$ cat src/rtl/async_fifo_pkg.sv
`default_nettype none
// ============================================================================
// Module  : async_fifo_pkg
// Purpose : Definitions shared by the write-side full generator and the
//           read-side empty generator of the async FIFO. Holds the default
//           address width and the Gray/binary conversion helpers.
// Ports   : none (package)
// Revision: 1.0 - initial release
// ============================================================================
package async_fifo_pkg;

   // Default RAM address width. The FIFO depth is 2**ADDRESS_SIZE.
   localparam int ADDRESS_SIZE = 4;

   // Gray-to-binary conversion on a 32-bit container. Bit i of the result is
   // the XOR of Gray bits i and above. Callers zero-extend narrower pointers,
   // which leaves the low bits of the result unaffected.
   function automatic logic [31:0] gray2bin(input logic [31:0] g);
      logic [31:0] b;
      b = '0;
      for (int i = 0; i < 32; i++) begin
         b[i] = ^(g >> i);
      end
      return b;
   endfunction

   // Binary-to-Gray conversion on a 32-bit container.
   function automatic logic [31:0] bin2gray(input logic [31:0] b);
      return b ^ (b >> 1);
   endfunction

endpackage : async_fifo_pkg
`default_nettype wire

$ cat src/rtl/write_pointer_full_generate_gray_to_binary.sv
`default_nettype none
// ============================================================================
// Module  : gray_to_binary
// Purpose : Combinational conversion of a Gray-coded pointer to binary.
// Ports   : gray - Gray-coded input,  width bits
//           bin  - binary equivalent,  width bits
// Revision: 1.0 - initial release
// ============================================================================
module gray_to_binary
   import async_fifo_pkg::*;
#(
   parameter int width = ADDRESS_SIZE + 1
) (
   input  logic [width-1:0] gray,
   output logic [width-1:0] bin
);

   assign bin = width'(gray2bin(32'(gray)));

endmodule : gray_to_binary
`default_nettype wire

$ cat src/rtl/write_pointer_full_generate.sv
`default_nettype none
// ============================================================================
// Module  : write_pointer_full_generate
// Purpose : Write-domain pointer and full-flag generator for the async FIFO.
//           Keeps the binary/Gray write pointer, drives the RAM write address
//           and write enable, and compares against the synchronized read
//           pointer to produce full, almost-full, fill level and a sticky
//           overflow flag.
// Ports   : write_clk                  - write-domain clock
//           write_reset                - synchronous active-high reset
//           write_inc                  - producer write request
//           synchronized_read_pointer2 - read Gray pointer, 2-flop synced
//           write_accept               - RAM write enable (combinational)
//           write_address              - RAM write address
//           write_gray_pointer         - registered Gray write pointer
//           write_full                 - registered full flag
//           write_almost_full          - registered level >= threshold
//           write_level                - registered fill level
//           write_overflow             - sticky write-while-full flag
// Revision: 1.0 - initial release
// ============================================================================
module write_pointer_full_generate
   import async_fifo_pkg::*;
#(
   parameter int address_size          = ADDRESS_SIZE,
   parameter int almost_full_threshold = (2 ** address_size) - 2
) (
   input  logic                    write_clk,
   input  logic                    write_reset,
   input  logic                    write_inc,
   input  logic [address_size:0]   synchronized_read_pointer2,
   output logic                    write_accept,
   output logic [address_size-1:0] write_address,
   output logic [address_size:0]   write_gray_pointer,
   output logic                    write_full,
   output logic                    write_almost_full,
   output logic [address_size:0]   write_level,
   output logic                    write_overflow
);

   localparam int AS = address_size;
   localparam logic [AS:0] AF_THR = (AS + 1)'(almost_full_threshold);

   logic [AS:0] wbin_q, wbin_d;
   logic [AS:0] gray_q, gray_d;
   logic [AS:0] level_q, level_d;
   logic        full_q, full_d;
   logic        afull_q, afull_d;
   logic        ovf_q, ovf_d;
   logic [AS:0] rbin;
   logic [AS:0] rptr_wrapped;

   gray_to_binary #(
      .width (AS + 1)
   ) u_rptr_g2b (
      .gray (synchronized_read_pointer2),
      .bin  (rbin)
   );

   // A write is taken only when the registered full flag is clear.
   assign write_accept = write_inc & ~full_q;

   // The read pointer one lap behind the write pointer, in Gray code: the
   // two MSBs invert while the remaining bits match.
   assign rptr_wrapped = {~synchronized_read_pointer2[AS:AS-1],
                          synchronized_read_pointer2[AS-2:0]};

   always_comb begin
      wbin_d  = wbin_q + {{AS{1'b0}}, write_accept};
      gray_d  = (AS + 1)'(bin2gray(32'(wbin_d)));
      full_d  = (gray_d == rptr_wrapped);
      // Modulo subtraction across the extra wrap bit gives 0..2**AS.
      level_d = wbin_d - rbin;
      afull_d = (level_d >= AF_THR);
      ovf_d   = ovf_q | (write_inc & full_q);
   end

   always_ff @(posedge write_clk) begin
      if (write_reset) begin
         wbin_q  <= '0;
         gray_q  <= '0;
         level_q <= '0;
         full_q  <= 1'b0;
         afull_q <= 1'b0;
         ovf_q   <= 1'b0;
      end else begin
         wbin_q  <= wbin_d;
         gray_q  <= gray_d;
         level_q <= level_d;
         full_q  <= full_d;
         afull_q <= afull_d;
         ovf_q   <= ovf_d;
      end
   end

   assign write_address      = wbin_q[AS-1:0];
   assign write_gray_pointer = gray_q;
   assign write_full         = full_q;
   assign write_almost_full  = afull_q;
   assign write_level        = level_q;
   assign write_overflow     = ovf_q;

endmodule : write_pointer_full_generate
`default_nettype wire

$ cat config.mk
export PLATFORM = sky130hd
export DESIGN_NAME = write_pointer_full_generate
export DESIGN_NICKNAME = d
export VERILOG_FILES = /design/src/rtl/async_fifo_pkg.sv /design/src/rtl/write_pointer_full_generate_gray_to_binary.sv /design/src/rtl/write_pointer_full_generate.sv
export SDC_FILE = /design/constraint.sdc
export NUM_CORES = 1
export LEC_CHECK = 0
export CORE_AREA = 2 2 51 53
export DETAILED_ROUTE_END_ITERATION = 6
export DIE_AREA = 0 0 53 55
export MAX_ROUTING_LAYER = met4
export PLACE_DENSITY = 0.64
export SYNTH_ARGS = -nofsm -noshare
export SYNTH_HDL_FRONTEND = slang
export SYNTH_HIERARCHICAL = 1
export SYNTH_SLANG_ARGS = --single-unit
$ cat constraint.sdc
create_clock -name write_clk -period 2.43 [get_ports write_clk]
set_clock_uncertainty 0.2 [all_clocks]
set_input_delay 0.243 -clock write_clk [delete_from_list [all_inputs] [get_ports write_clk]]
set_output_delay 0.243 -clock write_clk [all_outputs]
set_load 0.1 [all_outputs]
Word level (Yosys, flattened, before mapping)
Index checks and enable logic that the tools add are counted.
{"block": "op_classes", "n_eq_ne": 1, "mul": 0, "div_mod_pow": 0, "add_sub_neg": 2, "n_mux": 0, "n_bitwise": 6, "n_shift": 0, "order_cmp": 1, "reduce_logical": 5}
{"op": "$reduce_xor A32 Y1", "n": 5}
{"op": "$add A5 B1 Y5", "n": 1}
{"op": "$eq A5 B5 Y1", "n": 1}
{"op": "$ge A5 B4 Y1 const B", "n": 1}
{"op": "$sub A5 B5 Y5", "n": 1}
{"op": "$xor A5 B4 Y5", "n": 1}
{"op": "$and A1 B1 Y1", "n": 2}
{"op": "$not A2 Y2", "n": 1}
{"op": "$not A1 Y1", "n": 1}
{"op": "$or A1 B1 Y1", "n": 1}
{"block": "totals", "elab_cells": 21, "ff_bits": 18, "latchBits": 0, "mem_bits_ro": 0, "out_inout_bits": 18, "mem_bits_rw": 0, "memories": 0, "input_bits": 8}

Longest topological paths before layout
Gate-level depths: netlist of run 1.
{"block": "depth", "ltp_word": 5, "mapped_depth": 11, "ltp_nobuf": 11}

By module
The synthesis of run 1 kept the hierarchy.
{"mod": "write_pointer_full_generate", "instances": 1, "area_each_um2": 783.3, "cells_per_inst": 80, "seq_area_each_um2": 340.3}
{"mod": "gray_to_binary", "instances": 1, "area_each_um2": 72.6, "cells_per_inst": 6, "seq_area_each_um2": 0.0}

Worst setup path after synthesis of run 1
Ideal clock, no wire load.
{"block": "synth_timing", "path_kind": "reg-to-reg", "from": "register full_q (netlist: write_full)", "to": "register afull_q (netlist: write_almost_full)", "path_slack_ns": -1.897, "path_stages_with_launch": 11, "setup_time_ns": 0.127, "arrival_ns": 4.000, "path_buffers": 0, "period_less_slack_ns": 4.327, "required_time_ns": 2.103, "cell_sequence": "dfxtp_1 nor2b_1 ha_1 ha_1 inv_1 fa_1 nand2b_1 a21oi_1 xnor2_1 mux2i_1 o41ai_1"}
{"block": "synth_between", "elab_chain_len": 5}
{"item": "start, declared", "line_no": "write_pointer_full_generate.sv:47", "source": "logic full_q, full_d;"}
{"item": "start signal, assigned", "line_no": "write_pointer_full_generate.sv:90", "source": "full_q <= full_d;"}
{"item": "$not A1 Y1", "line_no": "write_pointer_full_generate.sv:61", "source": "assign write_accept = write_inc & ~full_q;"}
{"item": "$and A1 B1 Y1", "line_no": "write_pointer_full_generate.sv:61"}
{"item": "via write_accept", "line_no": "write_pointer_full_generate.sv:32", "source": "output logic write_accept,"}
{"item": "$add A5 B1 Y5", "line_no": "write_pointer_full_generate.sv:69", "source": "wbin_d = wbin_q + {{AS{1'b0}}, write_accept};"}
{"item": "via wbin_d[1]", "line_no": "write_pointer_full_generate.sv:44", "source": "logic [AS:0] wbin_q, wbin_d;"}
{"item": "$sub A5 B5 Y5", "line_no": "write_pointer_full_generate.sv:73", "source": "level_d = wbin_d - rbin;"}
{"item": "$ge A5 B4 Y1", "line_no": "write_pointer_full_generate.sv:74", "source": "afull_d = (level_d >= AF_THR);"}
{"item": "end signal, assigned", "line_no": "write_pointer_full_generate.sv:91", "source": "afull_q <= afull_d;"}
{"item": "end, declared", "line_no": "write_pointer_full_generate.sv:48", "source": "logic afull_q, afull_d;"}
The timed path passes the listed nets, and every way through them passes these cells.
A chain may end at the register's enable or synchronous reset.

Worst setup path in the final report of run 1
{"block": "layout_timing", "from": "register full_q (netlist: write_full)", "to": "register afull_q (netlist: write_almost_full)"}
{"block": "layout_between", "elab_chain_len": 5}
{"item": "$not A1 Y1", "line_no": "write_pointer_full_generate.sv:61"}
{"item": "$and A1 B1 Y1", "line_no": "write_pointer_full_generate.sv:61"}
{"item": "$add A5 B1 Y5", "line_no": "write_pointer_full_generate.sv:69"}
{"item": "via wbin_d[1]", "line_no": "write_pointer_full_generate.sv:44"}
{"item": "$sub A5 B5 Y5", "line_no": "write_pointer_full_generate.sv:73"}
{"item": "$ge A5 B4 Y1", "line_no": "write_pointer_full_generate.sv:74"}
The timed path passes the listed nets, and every way through them passes these cells.

==> results.yml, run 1 <==
status:
  status: "finished, final reports clean"
sta:
  fin_crit_sh: 0.9752
  worst_pin_slew_ns: 0.3615
  setup_ws_ns: 0.06038
  report.final.slew_viol_count: 0
  finalCriticalPeriod_ns: 2.370
  setup_viol: 0
  rsz0062_at_grt: "true"
  final_hold_viol_count: 0
  hold_ws_ns: 0.1304
  slew_headroom: 0.7582
  fmax_mhz: 422.0
power:
  p_per_area_nw_per_um2: 755.6
  ir_drop_mv: 0.7393
  p_leak_nw: 0.6777
synth:
  synth_top_area_frac: 0.3977
  synth_cells: 86
  synth_seq_cells: 17
  synth_warnings: 6
  syn_area_per_cell_um2: 9.951
  syn_nets: 101
  ys_types: 21
  seq_area_frac_synth: 0.3977
  syn_area_um2: 855.8
  yosys.area.top_type: "dfxtp_1"
  synth_area_leaders: "dfxtp_1 40%, xnor2_1 10%, ha_1 8.8%"
die:
  fp.dieH_um: 55
  core_area_um2: 2365
  fp.dieW_um: 53
  start_util: 0.3619
  rows: 18
  die_area_um2: 2915
  ios: 26
place:
  gp_congestion: 0.7914
  place_inst: 160
  dpl.hpwl_mm: 1.526
  numPortBuffers: 25
  post-place-ws_ns: -0.5835
  dpl_cell_area_um2: 1360
grt:
  grt_max_degree: 11
  antenna_found_initial: 0
  grt_pass1_vias: 710
  grt_pass1_wl_mm: 2.939
  overflow: 0
  grt.total_usage: 0.1507
run:
  maxCapViolCount: 0
worst_setup_path:
  crit_path_end_kind: "flip-flop"
  arrival_ns: 2.34
  worst_path_dominant_cell_family: "adder cells"
  criticalPathCategory: "reg -> reg"
  crit_required_ns: 2.40
  r2r_start: "write_full$_SDFF_PP0_"
  worst-path-buf-inv: 1
  cp_max_fo: 3
  r2r_end: "write_almost_full$_SDFF_PP0_"
  cp-start-kind: "flip-flop"
  reg2regPathDepth: 10
  max_stage_delay_ns: 0.37
  cp_slowest_cell: "dfxtp_4"
  cp_cell_sequence: "nor2b_4 -> ha_4 -> ha_4 -> inv_2 -> fa_2 -> nand2b_4 -> a21oi_4 -> xnor2_2 -> mux2i_2 -> o41ai_2"
  reg2reg_setup_slack_ns: 0.06
  crit_top_cell: "ha_4"
final_layout:
  utilization: 0.6111
  diodes: 0
  drive_gt1_frac: 0.5474
  n_fill_cell: 206
  instances_no_fill: 167
  fin_area_um2: 1445
  final_net_count: 153
  multi_input_comb_area_um2: 610.6
  regArea_um2: 345.3
  areaGrowthSynthToFinish_pct: 68.86
min_path:
  hold_class: "in -> reg"
  whs_path_depth: 3
  holdPathEnd: "write_overflow$_SDFF_PP0_"
  hold_start: "write_inc"
routing:
  drc_errors: 0
  first_iter_violations: 5
  wire_per_inst_um: 10.92
  routed-via-count: 715
  totalWireLength_mm: 1.823
  ant_nets: 0
  drt-vias-per-instance: 4.281
  first_pass_iters: 3
cts:
  clk_latency_ns: 0.29
  clkSlewWorstSetupHoldPaths_ns: 0.09
  clk_path_buf_depth: 2
  htree_levels: 1
  clock_sinks: 17
  cts_tree: "done"
  cts_hold_buffers: 0
  cts-root-buf: "clkbuf_4"
  numCtsBuffers: 3
[worst register-to-register path, delay by kind of cell, from the launching register on]
kind                     cells  cell delay (ns)
adder cells (fa/ha/maj)      3             0.80
multiplexers                 1             0.28
AO/OA/AOI/OAI                2             0.23
AND/OR/NAND/NOR              2             0.21
XOR/XNOR                     1             0.14
flip-flops                   1             0.37
buffers and inverters        1             0.04
[timing repair]
action,4_1_cts,5_1_grt
buffers inserted,1,2
resized for setup,10,12
setup endpoints to repair,3,3
pin swaps,7,8
[synthesized netlist by cell type]
library cell and count:
dfxtp_1 17, nor2_1 15, xnor2_1 10, inv_1 8, ha_1 6, xor2_1 5, a21oi_1 4, nand3_1 3
nor2b_1 3, clkbuf_1 2, xnor2_2 2, xor2_2 2, a21o_1 1, buf_4 1, fa_1 1, mux2i_1 1
nand2b_1 1, o41ai_1 1, or3_1 1, or4_1 1, xnor3_1 1
[sequential cells by signal, indices dropped and copies added, names as in the netlist]
signal	cells
write_full	1
write_gray_pointer	4
wbin_q	5
write_overflow	1
write_almost_full	1
write_level	5
[layer usage]
metal | GRT usage | wire length (µm)
met1 | 0.1703 | 787
met2 | 0.2542 | 920
met3 | 0.008065 | 47
met4 | 0.1154 | 67
met5 | - | 0
[where the power goes]
| part | total (mW) | switching (mW) | internal [mW] |
|---|---|---|---|
| combinational | 0.622 | 0.404 | 0.217 |
| clock | 0.144 | 0.0804 | 0.0639 |
| sequential | 0.326 | 0.0127 | 0.313 |
| total | 1.09 | 0.498 | 0.594 |
[worst max-delay path by stage]
stage | startpoint | endpoint | slack [ns] | cells past startpoint
after CTS | synchronized_read_pointer2[2] | write_almost_full$_SDFF_PP0_ | 0.01 | 10
after floorplan | write_full$_SDFF_PP0_ | write_almost_full$_SDFF_PP0_ | -0.48 | 11
after global placement | synchronized_read_pointer2[4] | write_almost_full$_SDFF_PP0_ | -0.47 | 10
after global routing | write_full$_SDFF_PP0_ | write_almost_full$_SDFF_PP0_ | -0.06 | 10
final | write_full$_SDFF_PP0_ | write_almost_full$_SDFF_PP0_ | 0.06 | 10
after detailed placement | synchronized_read_pointer2[3] | write_almost_full$_SDFF_PP0_ | -0.58 | 10
[placed cells by master, fill, tap and decap left out, drive strengths merged]
cell	instances
xnor3	1
or3	1
nand3	3
clkdlybuf4s50	1
a21oi	4
ha	6
buf	43
o41ai	1
dlygate4sd2	3
fa	1
xor2	7
nor2b	3
mux2i	1
nor2	15
dfxtp	17
xnor2	12
or4	1
clkdlybuf4s15	1
clkbuf	6
a21o	1
nand2b	1
inv	8
[through the flow]
stage / setup TNS, ns / total power [mW]
5_1_grt: -0.08087 / 1.154
3_3_place_gp: -1.494 / 0.9128
4_1_cts: 0 / 1.078
2_1_floorplan: -1.392 / 0.7619
6_report: 0 / 1.092
3_5_place_dp: -1.922 / 0.9201
[kinds of logic after synthesis]
group	share of synthesized area
and+or+nand+nor	0.1287
xor gates and xnor gates	0.2558
DFF	0.3977
buffers and inverters	0.05264
adders and majority gates	0.1111
AOI/OAI and AO/OA	0.04240
muxes	0.01170
[area by class of cell]
| type | count | share of cell area |
|---|---|---|
| sequential | 17 | 0.2390 |
| timing repair buffer | 50 | 0.2736 |
| multi-input combinational | 58 | 0.4225 |
| inverter | 8 | 0.02078 |
| clock buffer | 4 | 0.01818 |
| tap | 30 | 0.02597 |
Note: power is estimated with default switching activity, not from simulation.
==> run 2, diff against run 1 <==
CTS_BUF_LIST = sky130_fd_sc_hd__clkbuf_4   (was default)
SKIP_CTS_REPAIR_TIMING = 1   (was default)
==> run 2 against run 1 <==
Effect of this change:
- utilization grew 2.4 points
- die area is the same
- hold slack lost 0.097 ns
- cell count grew 0.60%
- setup slack lost 0.021 ns
- global-route usage shrank 0.42 points
- highest routed layer unchanged
- critical path type is now in -> reg
- register-to-register slack is essentially flat
- clock-buffer cell count is the same
- sequential share of layout area shrank 0.90 points
- sequential power is essentially flat
- cell area grew 3.9%
- total power grew 2.3%
==> results.yml, run 2 (synthesis results as in run 1) <==
grt:
  grt_pass1_vias: 682
  grt_pass1_wl_mm: 2.911
  grt_max_degree: 11
  grt.total_usage: 0.1465
  antenna_found_initial: 0
  overflow: 0
worst_setup_path:
  arrival_ns: 2.36
  cp-start-kind: "input pin"
  crit_path_end_kind: "flip-flop"
  criticalPathCategory: "in -> reg"
  max_stage_delay_ns: 0.38
  cp_max_fo: 2
  crit_required_ns: 2.40
  worst-path-buf-inv: 1
  cp_cell_sequence: "dlymetal6s2s_1 -> xnor2_2 -> xnor3_1 -> ha_4 -> fa_2 -> nand2b_4 -> a21oi_4 -> xnor2_2 -> mux2i_2 -> o41ai_2"
  worst_path_dominant_cell_family: "XOR/XNOR gates"
  crit_top_cell: "xnor2_2"
  cp_slowest_cell: "xnor3_1"
status:
  status: "finished, final reports clean"
routing:
  totalWireLength_mm: 1.832
  wire_per_inst_um: 10.90
  drc_errors: 0
  first_pass_iters: 1
  first_iter_violations: 0
  ant_nets: 0
  drt-vias-per-instance: 4.202
  routed-via-count: 706
die:
  core_area_um2: 2365
  start_util: 0.3619
  die_area_um2: 2915
  rows: 18
  fp.dieW_um: 53
  fp.dieH_um: 55
  ios: 26
sta:
  setup_viol: 0
  fmax_mhz: 418.3
  setup_ws_ns: 0.03936
  finalCriticalPeriod_ns: 2.391
  slew_headroom: 0.7624
  fin_crit_sh: 0.9838
  worst_pin_slew_ns: 0.3552
  report.final.slew_viol_count: 0
  final_hold_viol_count: 0
cts:
  clk_latency_ns: 0.28
  clk_path_buf_depth: 2
  clkSlewWorstSetupHoldPaths_ns: 0.09
  clock_sinks: 17
  htree_levels: 1
  numCtsBuffers: 3
  cts-root-buf: "clkbuf_4"
  cts_tree: "done"
power:
  ir_drop_mv: 0.6691
  p_per_area_nw_per_um2: 743.8
  p_leak_nw: 0.7360
place:
  numPortBuffers: 25
  dpl.hpwl_mm: 1.526
  post-place-ws_ns: -0.5835
  gp_congestion: 0.7914
  place_inst: 160
final_layout:
  instances_no_fill: 168
  final_net_count: 154
  layout_common_cells: "42 x buf_4, 15 x dfxtp_1, 13 x nor2_1, 8 x xnor2_1, 6 x dlymetal6s2s_1"
  utilization: 0.6349
  areaGrowthSynthToFinish_pct: 75.44
  drive_gt1_frac: 0.5507
  diodes: 0
  layout_commonest_cell: "buf_4"
min_path:
  hold_class: "in -> reg"
run:
  maxCapViolCount: 0
==> run 2: cell types whose count changed in the layout (fill, tap and decap cells not counted), sizes merged <==
cell	delta
clkdlybuf4s15	-1
buf	+1
dlymetal6s2s	+6
dlygate4sd2	-3
clkbuf	-2
==> run 2: power breakdown <==
group | internal [mW] | switching, mW | total [mW] | leakage (nW)
registers | 0.313 | 0.0125 | 0.326 | 0.141
logic | 0.227 | 0.410 | 0.637 | 0.577
clock network | 0.0748 | 0.0795 | 0.154 | 0.0184
==> run 2: cell type report <==
class,count,area (µm²)
repair buffers,51,431.7
multi-input cells,58,624.3
inverters,8,32.53
well taps,30,37.54
flip-flops and latches,17,345.3
clock buffers,4,30.03
fillers,197,863.3
==> run 2: worst min-delay path: cells and delay by family <==
family,cells,cell delay [ns]
compound gates,1,0.06
buf+inv,1,0.10
simple gates,1,0.07
==> run 2: metrics by stage <==
stage          hold slack, ns  area, µm²  setup TNS (ns)  power (mW)
6_report              0.03384       1501               0       1.117
5_1_grt               0.08562       1501        -0.06028       1.180
4_1_cts                0.3007       1390         -0.5330       1.074
3_5_place_dp           0.2783       1360          -1.922      0.9201
3_3_place_gp           0.2519       1360          -1.494      0.9128
2_1_floorplan          0.1837      954.7          -1.392      0.7619
==> run 2: per-layer routing <==
layer | global-route usage | part of all wire
met2 | 0.2458 | 0.52
met1 | 0.1750 | 0.44
met5 | - | 0
met3 | 0.008065 | 0.026
met4 | 0.08974 | 0.015
==> run 2: path summary, 6_finish.rpt <==
check / slack [ns] / cells past startpoint / to / start
setup reg to reg: 0.06 / 10 / write_almost_full$_SDFF_PP0_ / write_full$_SDFF_PP0_
hold reg to reg: 0.28 / 2 / write_overflow$_SDFF_PP0_ / write_overflow$_SDFF_PP0_
setup / recovery: 0.04 / 10 / write_almost_full$_SDFF_PP0_ / synchronized_read_pointer2[1]
hold / removal: 0.03 / 3 / write_overflow$_SDFF_PP0_ / write_inc
